===== src/rtl/gun_pos_arbiter.sv =====
// Light-gun position generator for the williams2 board.
// The joystick and a relative pointer (mouse deltas) share one 6-bit (h, v)
// position. Every update is made on the rising edge of the 4 ms tick.
// The joystick has accelerating auto-repeat and always wins arbitration.
// The mouse path keeps a sub-step remainder in signed accumulators.
module gun_pos_arbiter #(
   parameter int DIV_START   = 3,
   parameter int DIV_MIN     = 0,
   parameter int IDLE_TICKS  = 250,
   parameter int MOUSE_SHIFT = 2,
   parameter int CENTER      = 32
) (
   input  logic       clock_12,
   input  logic       reset_n,
   input  logic       tick_4ms,
   input  logic       joy_left,
   input  logic       joy_right,
   input  logic       joy_up,
   input  logic       joy_down,
   input  logic       mouse_strobe,
   input  logic [8:0] mouse_dx,
   input  logic [8:0] mouse_dy,
   output logic [5:0] gun_h,
   output logic [5:0] gun_v,
   output logic [1:0] owner
);

   localparam int DW = (DIV_START < 1) ? 1 : $clog2(DIV_START + 1);
   localparam int IW = $clog2(IDLE_TICKS + 1);
   localparam logic [DW-1:0] DIV_START_C = DW'(DIV_START);
   localparam logic [DW-1:0] DIV_MIN_C   = DW'(DIV_MIN);
   localparam logic [DW-1:0] ONE_C       = DW'(1'b1);
   localparam logic [IW-1:0] IDLE_LAST_C = IW'(IDLE_TICKS - 1);
   localparam logic [5:0]    CENTER_C    = 6'(CENTER);

   typedef enum logic {AX_IDLE = 1'b0, AX_REPEAT = 1'b1} axis_state_e;

   // Repeat period shrinks by one per step, never below the minimum.
   function automatic logic [DW-1:0] dec_period(input logic [DW-1:0] p);
      if (p > DIV_MIN_C) return p - ONE_C;
      else               return DIV_MIN_C;
   endfunction

   // Accumulator add that saturates at +/-1023 instead of wrapping.
   function automatic logic signed [10:0] sat_add(input logic signed [10:0] acc,
                                                  input logic signed [11:0] delta);
      logic signed [12:0] sum;
      sum = $signed({{2{acc[10]}}, acc}) + $signed({delta[11], delta});
      if (sum > 13'sd1023)       return 11'sd1023;
      else if (sum < -13'sd1023) return -11'sd1023;
      else                       return sum[10:0];
   endfunction

   // Whole gun steps held in an accumulator, truncated toward zero.
   function automatic logic signed [10:0] trunc_step(input logic signed [10:0] acc);
      logic [10:0] mag;
      logic [10:0] mag_sh;
      mag    = acc[10] ? 11'(-acc) : acc;
      mag_sh = mag >> MOUSE_SHIFT;
      if (acc[10]) return -$signed(mag_sh);
      else         return $signed(mag_sh);
   endfunction

   // Position plus signed step, held at the screen edges (no wrap).
   function automatic logic [5:0] clamp_pos(input logic [5:0] pos,
                                            input logic signed [10:0] step);
      logic signed [11:0] sum;
      sum = $signed({6'd0, pos}) + $signed({step[10], step});
      if (sum < 12'sd0)       return 6'd0;
      else if (sum > 12'sd63) return 6'd63;
      else                    return sum[5:0];
   endfunction

   logic              tick_prev_q;   // previous tick_4ms level
   logic              tick_s;
   logic [1:0]        dir_act_s;
   logic [1:0]        dir_inc_s;
   logic              joy_act_s;
   logic              mouse_act_s;
   axis_state_e       ax_state_q [2];
   axis_state_e       ax_state_d [2];
   logic [DW-1:0]     div_q      [2];
   logic [DW-1:0]     div_d      [2];
   logic [DW-1:0]     period_q   [2];
   logic [DW-1:0]     period_d   [2];
   logic signed [10:0] jstep_s   [2];
   logic signed [10:0] acc_x_q, acc_x_d, acc_y_q, acc_y_d;
   logic signed [10:0] step_x_s, step_y_s, rem_x_s, rem_y_s, base_x_s, base_y_s;
   logic signed [11:0] dx_ext_s, ndy_ext_s;
   logic [5:0]         gun_h_q, gun_h_d, gun_v_q, gun_v_d;
   logic [1:0]         owner_q, owner_d;
   logic [IW-1:0]      idle_q, idle_d;

   // Edge detect of the tick and decode of the joystick directions.
   always_comb begin
      tick_s       = tick_4ms & ~tick_prev_q;
      dir_act_s[0] = joy_left ^ joy_right;
      dir_inc_s[0] = joy_right;
      dir_act_s[1] = joy_up ^ joy_down;
      dir_inc_s[1] = joy_down;
      joy_act_s    = dir_act_s[0] | dir_act_s[1];
   end

   // Per-axis auto-repeat FSM: next state, divider, period and step.
   always_comb begin
      for (int a = 0; a < 2; a++) begin
         ax_state_d[a] = ax_state_q[a];
         div_d[a]      = div_q[a];
         period_d[a]   = period_q[a];
         jstep_s[a]    = 11'sd0;
         if (tick_s) begin
            case (ax_state_q[a])
               AX_IDLE: begin
                  if (dir_act_s[a]) begin
                     ax_state_d[a] = AX_REPEAT;
                     jstep_s[a]    = dir_inc_s[a] ? 11'sd1 : -11'sd1;
                     div_d[a]      = period_q[a];
                     period_d[a]   = dec_period(period_q[a]);
                  end else begin
                     div_d[a]    = {DW{1'b0}};
                     period_d[a] = DIV_START_C;
                  end
               end
               AX_REPEAT: begin
                  if (!dir_act_s[a]) begin
                     ax_state_d[a] = AX_IDLE;
                     div_d[a]      = {DW{1'b0}};
                     period_d[a]   = DIV_START_C;
                  end else if (div_q[a] == {DW{1'b0}}) begin
                     jstep_s[a]  = dir_inc_s[a] ? 11'sd1 : -11'sd1;
                     div_d[a]    = period_q[a];
                     period_d[a] = dec_period(period_q[a]);
                  end else begin
                     div_d[a] = div_q[a] - ONE_C;
                  end
               end
               default: begin
                  ax_state_d[a] = AX_IDLE;
                  div_d[a]      = {DW{1'b0}};
                  period_d[a]   = DIV_START_C;
               end
            endcase
         end else begin
            jstep_s[a] = 11'sd0;
         end
      end
   end

   // Mouse accumulators: step extraction on tick, then the strobe is added.
   always_comb begin
      dx_ext_s    = $signed({{3{mouse_dx[8]}}, mouse_dx});
      ndy_ext_s   = 12'sd0 - $signed({{3{mouse_dy[8]}}, mouse_dy});
      step_x_s    = trunc_step(acc_x_q);
      step_y_s    = trunc_step(acc_y_q);
      rem_x_s     = acc_x_q - (step_x_s <<< MOUSE_SHIFT);
      rem_y_s     = acc_y_q - (step_y_s <<< MOUSE_SHIFT);
      mouse_act_s = (acc_x_q != 11'sd0) || (acc_y_q != 11'sd0);
      if (tick_s) begin
         base_x_s = rem_x_s;
         base_y_s = rem_y_s;
      end else begin
         base_x_s = acc_x_q;
         base_y_s = acc_y_q;
      end
      if (mouse_strobe) begin
         acc_x_d = sat_add(base_x_s, dx_ext_s);
         acc_y_d = sat_add(base_y_s, ndy_ext_s);
      end else begin
         acc_x_d = base_x_s;
         acc_y_d = base_y_s;
      end
      if (tick_s && joy_act_s) begin
         acc_x_d = 11'sd0;
         acc_y_d = 11'sd0;
      end else begin
         acc_x_d = acc_x_d;
         acc_y_d = acc_y_d;
      end
   end

   // Ownership arbitration, position update and idle release on tick.
   always_comb begin
      gun_h_d = gun_h_q;
      gun_v_d = gun_v_q;
      owner_d = owner_q;
      idle_d  = idle_q;
      if (tick_s) begin
         if (joy_act_s) begin
            owner_d = 2'd1;
            gun_h_d = clamp_pos(gun_h_q, jstep_s[0]);
            gun_v_d = clamp_pos(gun_v_q, jstep_s[1]);
            idle_d  = {IW{1'b0}};
         end else if (mouse_act_s) begin
            owner_d = 2'd2;
            gun_h_d = clamp_pos(gun_h_q, step_x_s);
            gun_v_d = clamp_pos(gun_v_q, step_y_s);
            idle_d  = {IW{1'b0}};
         end else if (owner_q == 2'd0) begin
            idle_d = {IW{1'b0}};
         end else if (idle_q == IDLE_LAST_C) begin
            owner_d = 2'd0;
            idle_d  = {IW{1'b0}};
         end else begin
            idle_d = idle_q + {{(IW-1){1'b0}}, 1'b1};
         end
      end else begin
         idle_d = idle_q;
      end
   end

   // State registers with asynchronous active-low reset.
   always_ff @(posedge clock_12 or negedge reset_n) begin
      if (!reset_n) begin
         tick_prev_q <= 1'b0;
         for (int a = 0; a < 2; a++) begin
            ax_state_q[a] <= AX_IDLE;
            div_q[a]      <= {DW{1'b0}};
            period_q[a]   <= DIV_START_C;
         end
         acc_x_q <= 11'sd0;
         acc_y_q <= 11'sd0;
         gun_h_q <= CENTER_C;
         gun_v_q <= CENTER_C;
         owner_q <= 2'd0;
         idle_q  <= {IW{1'b0}};
      end else begin
         tick_prev_q <= tick_4ms;
         for (int a = 0; a < 2; a++) begin
            ax_state_q[a] <= ax_state_d[a];
            div_q[a]      <= div_d[a];
            period_q[a]   <= period_d[a];
         end
         acc_x_q <= acc_x_d;
         acc_y_q <= acc_y_d;
         gun_h_q <= gun_h_d;
         gun_v_q <= gun_v_d;
         owner_q <= owner_d;
         idle_q  <= idle_d;
      end
   end

   assign gun_h = gun_h_q;
   assign gun_v = gun_v_q;
   assign owner = owner_q;

endmodule


===== config.mk =====
export PLATFORM = sky130hd
export DESIGN_NAME = gun_pos_arbiter
export DESIGN_NICKNAME = d
export VERILOG_FILES = /design/src/rtl/gun_pos_arbiter.sv
export SDC_FILE = /design/constraint.sdc
export NUM_CORES = 1
export LEC_CHECK = 0
export CAP_MARGIN = 0
export CORE_UTILIZATION = 35
export DETAILED_ROUTE_END_ITERATION = 10
export GPL_TIMING_DRIVEN = 0
export PLACE_DENSITY = 0.55
export SYNTH_ARGS = -nofsm -noshare
export SYNTH_HDL_FRONTEND = slang
export SYNTH_SLANG_ARGS = --single-unit

===== constraint.sdc =====
create_clock -name clock_12 -period 5.75 [get_ports clock_12]
set_input_delay 1.15 -clock clock_12 [delete_from_list [all_inputs] [get_ports clock_12]]
set_output_delay 1.15 -clock clock_12 [all_outputs]
set_load 0.03 [all_outputs]

---- Word level (Yosys, flattened, before mapping) ----
Cells that the tools add are included.
operators by class
  equality and inequality tests ........... 4
  add/sub/neg operators ................... 18
  bitwise logic cells ..................... 7
  $lt $le $gt $ge ......................... 14
  mux-type cells .......................... 66
  reduce and logical (&&, ||, !) cells .... 13
operators by type and width
  kind                                                                     count
  11-bit two-way mux                                                       24
  6-bit two-way mux                                                        12
  7-bit by 11-bit adder with 12-bit output                                 4
  12-bit by 7-bit > comparator with 1-bit output (second input constant)   4
  12-bit by 1-bit < comparator with 1-bit output (second input constant)   4
  11-bit case mux with 2 select lines                                      2
  2-bit two-way mux                                                        18
  8-bit two-way mux                                                        4
  12-bit by 11-bit > comparator with 1-bit output (second input constant)  2
  12-bit by 11-bit < comparator with 1-bit output (second input constant)  2
  11-bit negation                                                          2
  9-bit negation with 11-bit output                                        2
  11-bit nonzero test                                                      2
  11-bit subtractor                                                        2
  2-bit case mux with 2 select lines                                       4
  11-bit by 10-bit adder with 12-bit output                                1
  11-bit by 9-bit adder with 12-bit output                                 1
  1-bit by 9-bit subtractor with 10-bit output (first input constant)      1
  8-bit by 1-bit adder with 8-bit output (second input constant)           1
  8-bit == test (second input constant)                                    1
  2-bit by 1-bit subtractor with 2-bit output (second input constant)      4
  2-bit logical NOT                                                        3
  3-bit by 2-bit != test with 1-bit output (second input constant)         2
  2-bit AND reduction                                                      3
  12 further kinds                                                         17
storage, ports and cells
  logic and storage cells ................. 135
  output and inout bits ................... 14
  register bits ........................... 55

---- Depth between registers and ports, before layout ----
Gate-level depths: netlist (run 1).
  depth after elaboration ................. 12
  gate-level depth with buffers ........... 28
  mapped depth without buffers ............ 25

---- Worst setup path before layout (run 1) ----
No wires, ideal clock.
  path kind ............................... register -> register
  start ................................... reg acc_x_q[10]
  end ..................................... reg acc_x_q[9]
  required time ........................... 5.631 ns
  arrival time ............................ 5.583 ns
  library setup time ...................... 0.119 ns
  path buffers ............................ 3
  path slack .............................. 0.048 ns
  stages on the path, launching flop included .. 28
  cell sequence ........................... dfrtp_1 > buf_2 > buf_1 > o21ai_0 > xnor2_1 > inv_1 > ha_1 > clkbuf_1 > xnor2_1 > nand2b_1 > xnor2_1 > inv_1 > ha_1 > a21o_1 > a21o_1 > a21o_1 > a21oi_1 > a21oi_1 > a21oi_1 > mux2i_1 > a211o_1 > ha_1 > mux2_2 > a311oi_1 > o311ai_2 > maj3_1 > o21ai_0 > o21ba_2
on the way
  longest elaborated chain between the ends .. 12
ends and longest elaborated chain
  item                                             RTL line  text
  from (decl)                                      87        logic signed [10:0] acc_x_q, acc_x_d, acc_y_q, acc_y_d;
  from (signal assigned)                           220       acc_x_q <= 11'sd0;
  from (signal assigned)                           233       acc_x_q <= acc_x_d;
  11-bit negation                                  58        mag = acc[10] ? 11'(-acc) : acc;
  11-bit two-way mux                               58
  9-bit negation with 11-bit output                60        if (acc[10]) return -$signed(mag_sh);
  11-bit two-way mux                               60
  11-bit subtractor                                155       rem_x_s = acc_x_q - (step_x_s <<< MOUSE_SHIFT);
  11-bit two-way mux (*)                           158       if (tick_s) begin
  11-bit by 9-bit adder with 12-bit output         48        sum = $signed({{2{acc[10]}}, acc}) + $signed({delta[11], delta});
  12-bit by 11-bit < comparator with 1-bit output  50        else if (sum < -13'sd1023) return -11'sd1023;
  11-bit two-way mux                               50
  11-bit two-way mux                               49        if (sum > 13'sd1023) return 11'sd1023;
  11-bit two-way mux (*)                           165       if (mouse_strobe) begin
  11-bit two-way mux (*)                           172       if (tick_s && joy_act_s) begin
  via acc_x_d[9]                                   87
The timed path passes the listed nets; every way through them passes the cells marked *.
A chain may end at the register's enable or synchronous reset.

---- Worst setup path in the final report (run 1) ----
Ends and elaborated chain as after synthesis.

==> summary.txt, run 1 <==
Outcome
  • Status: complete, but fails checks
  • Failing checks: DRC

CTS
  • Sinks on Clock Net: 55
  • Worst-Skew Late Latency: just over 0.3 ns
  • TritonCTS clock tree: built
  • Clk buf depth: 2
  • Root Driver: clkbuf_16
  • CTS clock-pin slew for the worst setup and hold paths: 0.08 ns
  • CTS Buf Count: 5
  • H-tree depth: 2

Die
  • Starting Density: between 30% and 40%
  • Full die area: ~19000 um^2
  • Width of the die: approximately 140 um
  • # IOs: 40
  • Core area: around 18000 um^2
  • Die Span Y: between 100 and 150 um
  • FP Rows: slightly below 50

Synth
  • Top post-synthesis cells by area: dfrtp_1 (19%), ha_1 (13%), o21ai_0 (4.8%)
  • Cell count after synthesis: between 800 and 900
  • Yosys top cell area share: a little under a fifth
  • Synthesized area per cell: around 8 um^2
  • Number of synthesized flops with an enable pin: 0
  • Yosys top cell by area: dfrtp_1
  • FFs w/ async S/R, synth: 100.0%
  • Mapped Nets: 920
  • Predominant post-synthesis flop cell: dfrtp_1
  • Post-synth cell types: 80
  • Sequential share of the synthesized area: between 20% and 30%
  • Yosys reg bits: 55
  • Synth Cell Area: ~6500 um^2
  • Yosys warnings: 0

Timing
  • Fmax: roughly 180 MHz
  • Post-route clock period utilization: between 90% and 100%
  • Final setup vio count: 0
  • Rel. slew slack: between 40% and 50%
  • Minimum clock period: 5.499 ns
  • WHS: 0.5069 ns
  • Final worst setup slack: between 0.2 and 0.3 ns
  • Final hold violation count: 0
  • Clock Skews: 0.01466 ns
  • Final Slew Violations: 0
  • Setup TNS: 0 ns
  • Unrepaired setup endpoints after global routing: yes
  • Slew @ Worst Pin: 0.8495 ns

Place
  • Final RePlAce weighted congestion: 0.7949
  • Final HPWL DP: about 13000 um
  • Port Buffers: 39
  • Place WS: -0.9975 ns

Critical path
  • R2R depth: 26
  • Reg-to-reg startpoint: acc_x_q[10]
  • CP Launch Type: flip-flop
  • Worst Setup Path Type: flip-flop to flip-flop
  • Worst-path fanout max: 10
  • R2r endpoint: acc_x_q[9]
  • Critical path destination: acc_x_q[9]
  • R2r setup slk: 0.25 ns
  • Worst EP required: approximately 6 ns
  • Setup crit start: acc_x_q[10]
  • Setup crit end kind: flip-flop
  • Arrival @ worst endpoint: 5.69 ns

Global route
  • Largest net degree at the start of global routing: 37
  • Global Route Usage Sum: a little under a fifth
  • Initial antenna violation count: 0
  • Vias in the first global route: a little under 6000
  • First-pass GRT wire length: between 20000 and 30000 um
  • Total grt overflow: 0

Cells and area
  • Final #Nets: slightly below 1000
  • Share of layout cells above drive strength 1: 12.00%
  • Diodes inserted: 0
  • Util after Layout: a little over two fifths
  • Most common cell after layout, fill and taps aside: nand2_1
  • Commonest non-fill, non-tap cells in the layout: nand2_1 (82), ha_1 (64), inv_1 (60)
  • Syn-to-layout area delta: 18.21%

Detailed routing
  • Vias: 6036
  • DR iter-0 viols: 340
  • Wire per inst: between 15 and 20 um
  • Via-to-Cell Ratio: approximately 5.4
  • DRT Pass-1 Iters: 8
  • DRC viols: 10
  • Post-route antenna net violation count: 0
  • Drt total wl: between 15000 and 20000 um

Hold path
  • Hold WC Path Type: flip-flop to flip-flop

Run
  • MaxCap Viol Count: 0
[per-layer routing]
metal,routed length (um),track usage [%],vias up
met5,0,0,-
met1,8626,26.42,2811
met3,594,1.974,14
met4,186,3.666,0
li1,-,-,3111
met2,7726,29.73,100
[cells in the mapped netlist (6+ instances only)]
| master | n |
|---|---|
| fa_1 | 8 |
| a31oi_1 | 9 |
| nand2b_1 | 13 |
| clkbuf_1 | 25 |
| or3_1 | 6 |
| or2_2 | 6 |
| nor2_1 | 54 |
| and3_1 | 9 |
| nor3_1 | 24 |
| nand2_1 | 82 |
| nor2b_1 | 17 |
| ha_1 | 68 |
| a21o_1 | 19 |
| nand3_1 | 17 |
| o31ai_1 | 15 |
| or4_1 | 9 |
| o21ai_0 | 62 |
| a21oi_1 | 54 |
| o21a_1 | 15 |
| xnor2_1 | 34 |
| dfstp_2 | 6 |
| nor4_1 | 8 |
| xor2_1 | 17 |
| inv_1 | 60 |
| dfrtp_1 | 49 |
| a211oi_1 | 13 |
| o21bai_1 | 8 |
| mux2i_1 | 10 |
[worst min path at each step]
stage,slack (ns),depth (start not counted),from,end
CTS,0.50,2,period_q[3],period_q[3]
finish,0.51,2,period_q[2],period_q[2]
global placement,0.49,2,period_q[1],period_q[1]
floorplan,0.46,1,idle_q[4],idle_q[4]
detailed placement,0.49,2,period_q[3],period_q[3]
global route,0.53,1,idle_q[4],idle_q[4]
[timing repair]
item,4_1_cts,5_1_grt
hold endpoints to repair,0,0
setup endpoints to repair,22,21
gates resized for setup,29,28
setup buffers,6,14
hold buffers,0,0
pin swaps,3,13
[registers in the layout, indices dropped and copies added (netlist names)]
register / count
acc_y_q: 11
gun_v: 6
owner: 2
period_q: 4
acc_x_q: 11
idle_q: 8
gun_h: 6
div_q: 4
ax_state_q: 2
tick_prev_q: 1
[cell families (layout without fill, tap and decap cells)]
| logic type | Yosys count | in the layout | synth area share, % |
|---|---|---|---|
| buffers and inverters | 93 | 158 | 5.607 |
| xor gates and xnor gates | 51 | 51 | 6.879 |
| muxes | 15 | 15 | 2.408 |
| AOI/OAI and AO/OA | 260 | 260 | 27.69 |
| and+or+nand+nor | 266 | 266 | 20.23 |
| adders and majority gates | 78 | 78 | 15.88 |
| DFF | 55 | 55 | 21.31 |
[final cells by class]
type	count	area (um^2)
plain buffers	29	143.9
clock buffers	5	125.1
clock inverters	3	23.77
fillers	1849	10410
inverters	61	229.0
multi-input cells	670	4920
flip-flops and latches	55	1393
well taps	229	286.5
repair buffers	60	555.5
[metrics by stage]
step	instance area, um^2	cells
global placement	7171	1086
detailed placement	7186	1087
floorplan	6494	818
global route	7676	1112
CTS	7498	1100
finish	7676	1112
[critical path: stages, from the launching register on]
cell and delay [ns]:
dfrtp_1 0.40, buf_6 0.14, buf_6 0.14, o21ai_1 0.13, xnor2_1 0.17, inv_1 0.11
ha_4 0.20, xnor2_1 0.12, nand2b_1 0.18, xnor2_2 0.16, inv_1 0.07, ha_1 0.32
a21o_1 0.18, a21o_1 0.20, a21o_1 0.19, a21oi_2 0.15, a21oi_1 0.10, a21oi_2 0.18
mux2i_1 0.09, a211o_1 0.36, ha_4 0.31, mux2_2 0.34, a311oi_2 0.27, o311ai_4 0.19
maj3_1 0.39, o21ai_0 0.13, o21ba_2 0.18
Power of run 1 is not shown: default switching activity piles up to over one toggle a cycle in this logic, so the estimate is an artifact.
==> run 2: changes to the inputs <==
Settings changed: MAX_ROUTING_LAYER from default to met4.
==> run 2 against run 1 <==
Effect of this change: the flow still finishes with violations (DRC); clock skew rose by 0.0015 ns; first-iteration DRC count fell by 3.5%; register-to-register slack barely moved; global-route usage rose by 0.55 points.
==> summary.txt, run 2 (synthesis gave the netlist of run 1 again) <==
Global route
  • Total grt overflow: 0 (unchanged)
  • Vias in the first global route: 5768 (+0.035%)
  • Global Route Usage Sum: 18.92% (+0.55 points)
  • Global route hottest layer: met2
  • Met2 usage: 29.75% (about the same)
  • First-pass GRT wire length: 28720 um (-0.12%)
  • Initial antenna violation count: 0 (unchanged)
  • Grt met1 use: 26.40% (about the same)
  • Largest net degree at the start of global routing: 37 (unchanged)
  • Met3 Usage GRT: 1.905% (-0.069 points)

Cells and area
  • Area of the multi-input gates: 4937 um^2 (+0.36%)
  • Commonest non-fill, non-tap cells in the layout: nand2_1 (82), ha_1 (64), inv_1 (60)
  • Final #Nets: 984 (unchanged)
  • Most common cell after layout, fill and taps aside: nand2_1
  • Diodes inserted: 0 (unchanged)
  • Top flop regs: acc_x_q: 11 flops, acc_y_q: 11 flops, idle_q: 8 flops
  • Fillcell total: 1847 (-0.11%)
  • Fin area: 7694 um^2 (+0.23%)
  • Sequential cell area: 1393 um^2 (unchanged)
  • Share of layout cells above drive strength 1: 12.23% (+0.23 points)
  • Syn-to-layout area delta: 18.48%

Timing
  • Final Slew Violations: 0 (unchanged)
  • Slew @ Worst Pin: 0.9026 ns (+0.05312 ns)
  • Setup TNS: 0 ns (unchanged)
  • Final hold violation count: 0 (unchanged)
  • Post-route clock period utilization: 95.88% (+0.25 points)
  • Rel. slew slack: 39.61% (-3.6 points)
  • Clock Skews: 0.01617 ns (+0.001516 ns)
  • Final setup vio count: 0 (unchanged)
  • Minimum clock period: 5.513 ns (+0.01454 ns)
  • WHS: 0.5063 ns (-0.0005980 ns)
  • Fmax: 181.4 MHz (-0.26%)

CTS
  • CTS clock-pin slew for the worst setup and hold paths: 0.08 ns (about the same)
  • Worst-Skew Late Latency: 0.31 ns (about the same)
  • TritonCTS clock tree: built
  • CTS Buf Count: 5 (unchanged)
  • Root Driver: clkbuf_16
  • H-tree depth: 2 (unchanged)
  • Sinks on Clock Net: 55 (unchanged)
  • Clk buf depth: 2 (unchanged)

Detailed routing
  • DR iter-0 viols: 328 (-3.5%)
  • Drt total wl: 17120 um (about the same)
  • Via-to-Cell Ratio: 5.429 (about the same)
  • Post-route antenna net violation count: 0 (unchanged)
  • Vias: 6037 (+0.017%)
  • DRC viols: 10 (unchanged)
  • Wire per inst: 15.39 um (about the same)
  • DRT Pass-1 Iters: 8 (unchanged)

Critical path
  • Setup crit end kind: flip-flop
  • Critical path destination: acc_x_q[9]
  • CP Launch Type: flip-flop
  • R2r endpoint: acc_x_q[9]
  • Worst Setup Path Type: flip-flop to flip-flop
  • Arrival @ worst endpoint: 5.70 ns (about the same)
  • Reg-to-reg startpoint: acc_x_q[10]
  • Setup crit start: acc_x_q[10]
  • Worst-path fanout max: 10 (unchanged)
  • Worst EP required: 5.94 ns (about the same)
  • R2r setup slk: 0.24 ns (about the same)
  • R2R depth: 26 (unchanged)

Die
  • Full die area: 19100 um^2 (unchanged)
  • Width of the die: 138.2 um (unchanged)
  • FP Rows: 49 (unchanged)
  • Core area: 18090 um^2 (unchanged)
  • Starting Density: 35.90% (unchanged)
  • # IOs: 40 (unchanged)
  • Die Span Y: 138.2 um (unchanged)

Place
  • Final HPWL DP: 13390 um (unchanged)
  • Final RePlAce weighted congestion: 0.8063 (+1.4%)
  • Dpl cell area: 7186 um^2 (unchanged)
  • Port Buffers: 39 (unchanged)

Outcome
  • Failing checks: DRC
  • Status: complete, but fails checks

Run
  • MaxCap Viol Count: 0 (unchanged)

Hold path
  • Hold WC Path Type: flip-flop to flip-flop
  • Worst Min Path Start: period_q[1]
run 2: layout make-up:
class                   count  share of cell area (%)
well taps                 229                   3.724
clock inverters             3                  0.3090
multi-input cells         670                   64.17
clock buffers               5                   1.626
plain buffers              29                   1.870
repair buffers             60                   7.221
inverters                  61                   2.976
flip-flops and latches     55                   18.10
run 2: routing by layer:
metal  vias up  wire [um]  share of wire [%]
met4         0        180                1.1
met3        15        529                3.1
met2        97       7734                 45
met1      2808       8673                 51
met5         -          0                  0
li1       3117          -                  -
run 2: worst min-delay path by stage:
stage,end,depth (start not counted),slack [ns]
after floorplan,idle_q[4],1,0.46
after global placement,period_q[1],2,0.49
after detailed placement,period_q[3],2,0.49
after CTS,period_q[3],2,0.50
after global routing,idle_q[4],1,0.53
final,period_q[1],2,0.51
run 2: worst max-delay path, cell delays in order (launching register included):
cell      delay (ns)
dfrtp_1         0.40
buf_6           0.14
buf_6           0.14
o21ai_1         0.13
xnor2_1         0.17
inv_1           0.11
ha_4            0.20
xnor2_1         0.12
nand2b_1        0.18
xnor2_2         0.16
inv_1           0.07
ha_1            0.32
a21o_1          0.18
a21o_1          0.20
a21o_1          0.19
a21oi_2         0.15
a21oi_1         0.10
a21oi_2         0.18
mux2i_1         0.09
a211o_1         0.36
ha_4            0.31
mux2_2          0.34
a311oi_2        0.27
o311ai_4        0.19
maj3_1          0.39
o21ai_0         0.13
o21ba_2         0.18
run 2: stage by stage:
stage,cells,utilization (%),worst slack (ns)
finish,1112,42.54,0.2369
detailed placement,1087,39.73,-0.9975
global placement,1086,39.65,-0.9994
CTS,1100,41.46,0.02664
floorplan,818,-,0.04768
global route,1112,42.54,-0.05543
run 2: timing repair:
item                       4_1_cts  5_1_grt
resized for setup               29       31
buffers inserted                 6       14
pin swaps                        3       13
cloned                           0        0
setup endpoints to repair       22       21
hold buffers                     0        0
Power of run 2 is left out for the same reason.
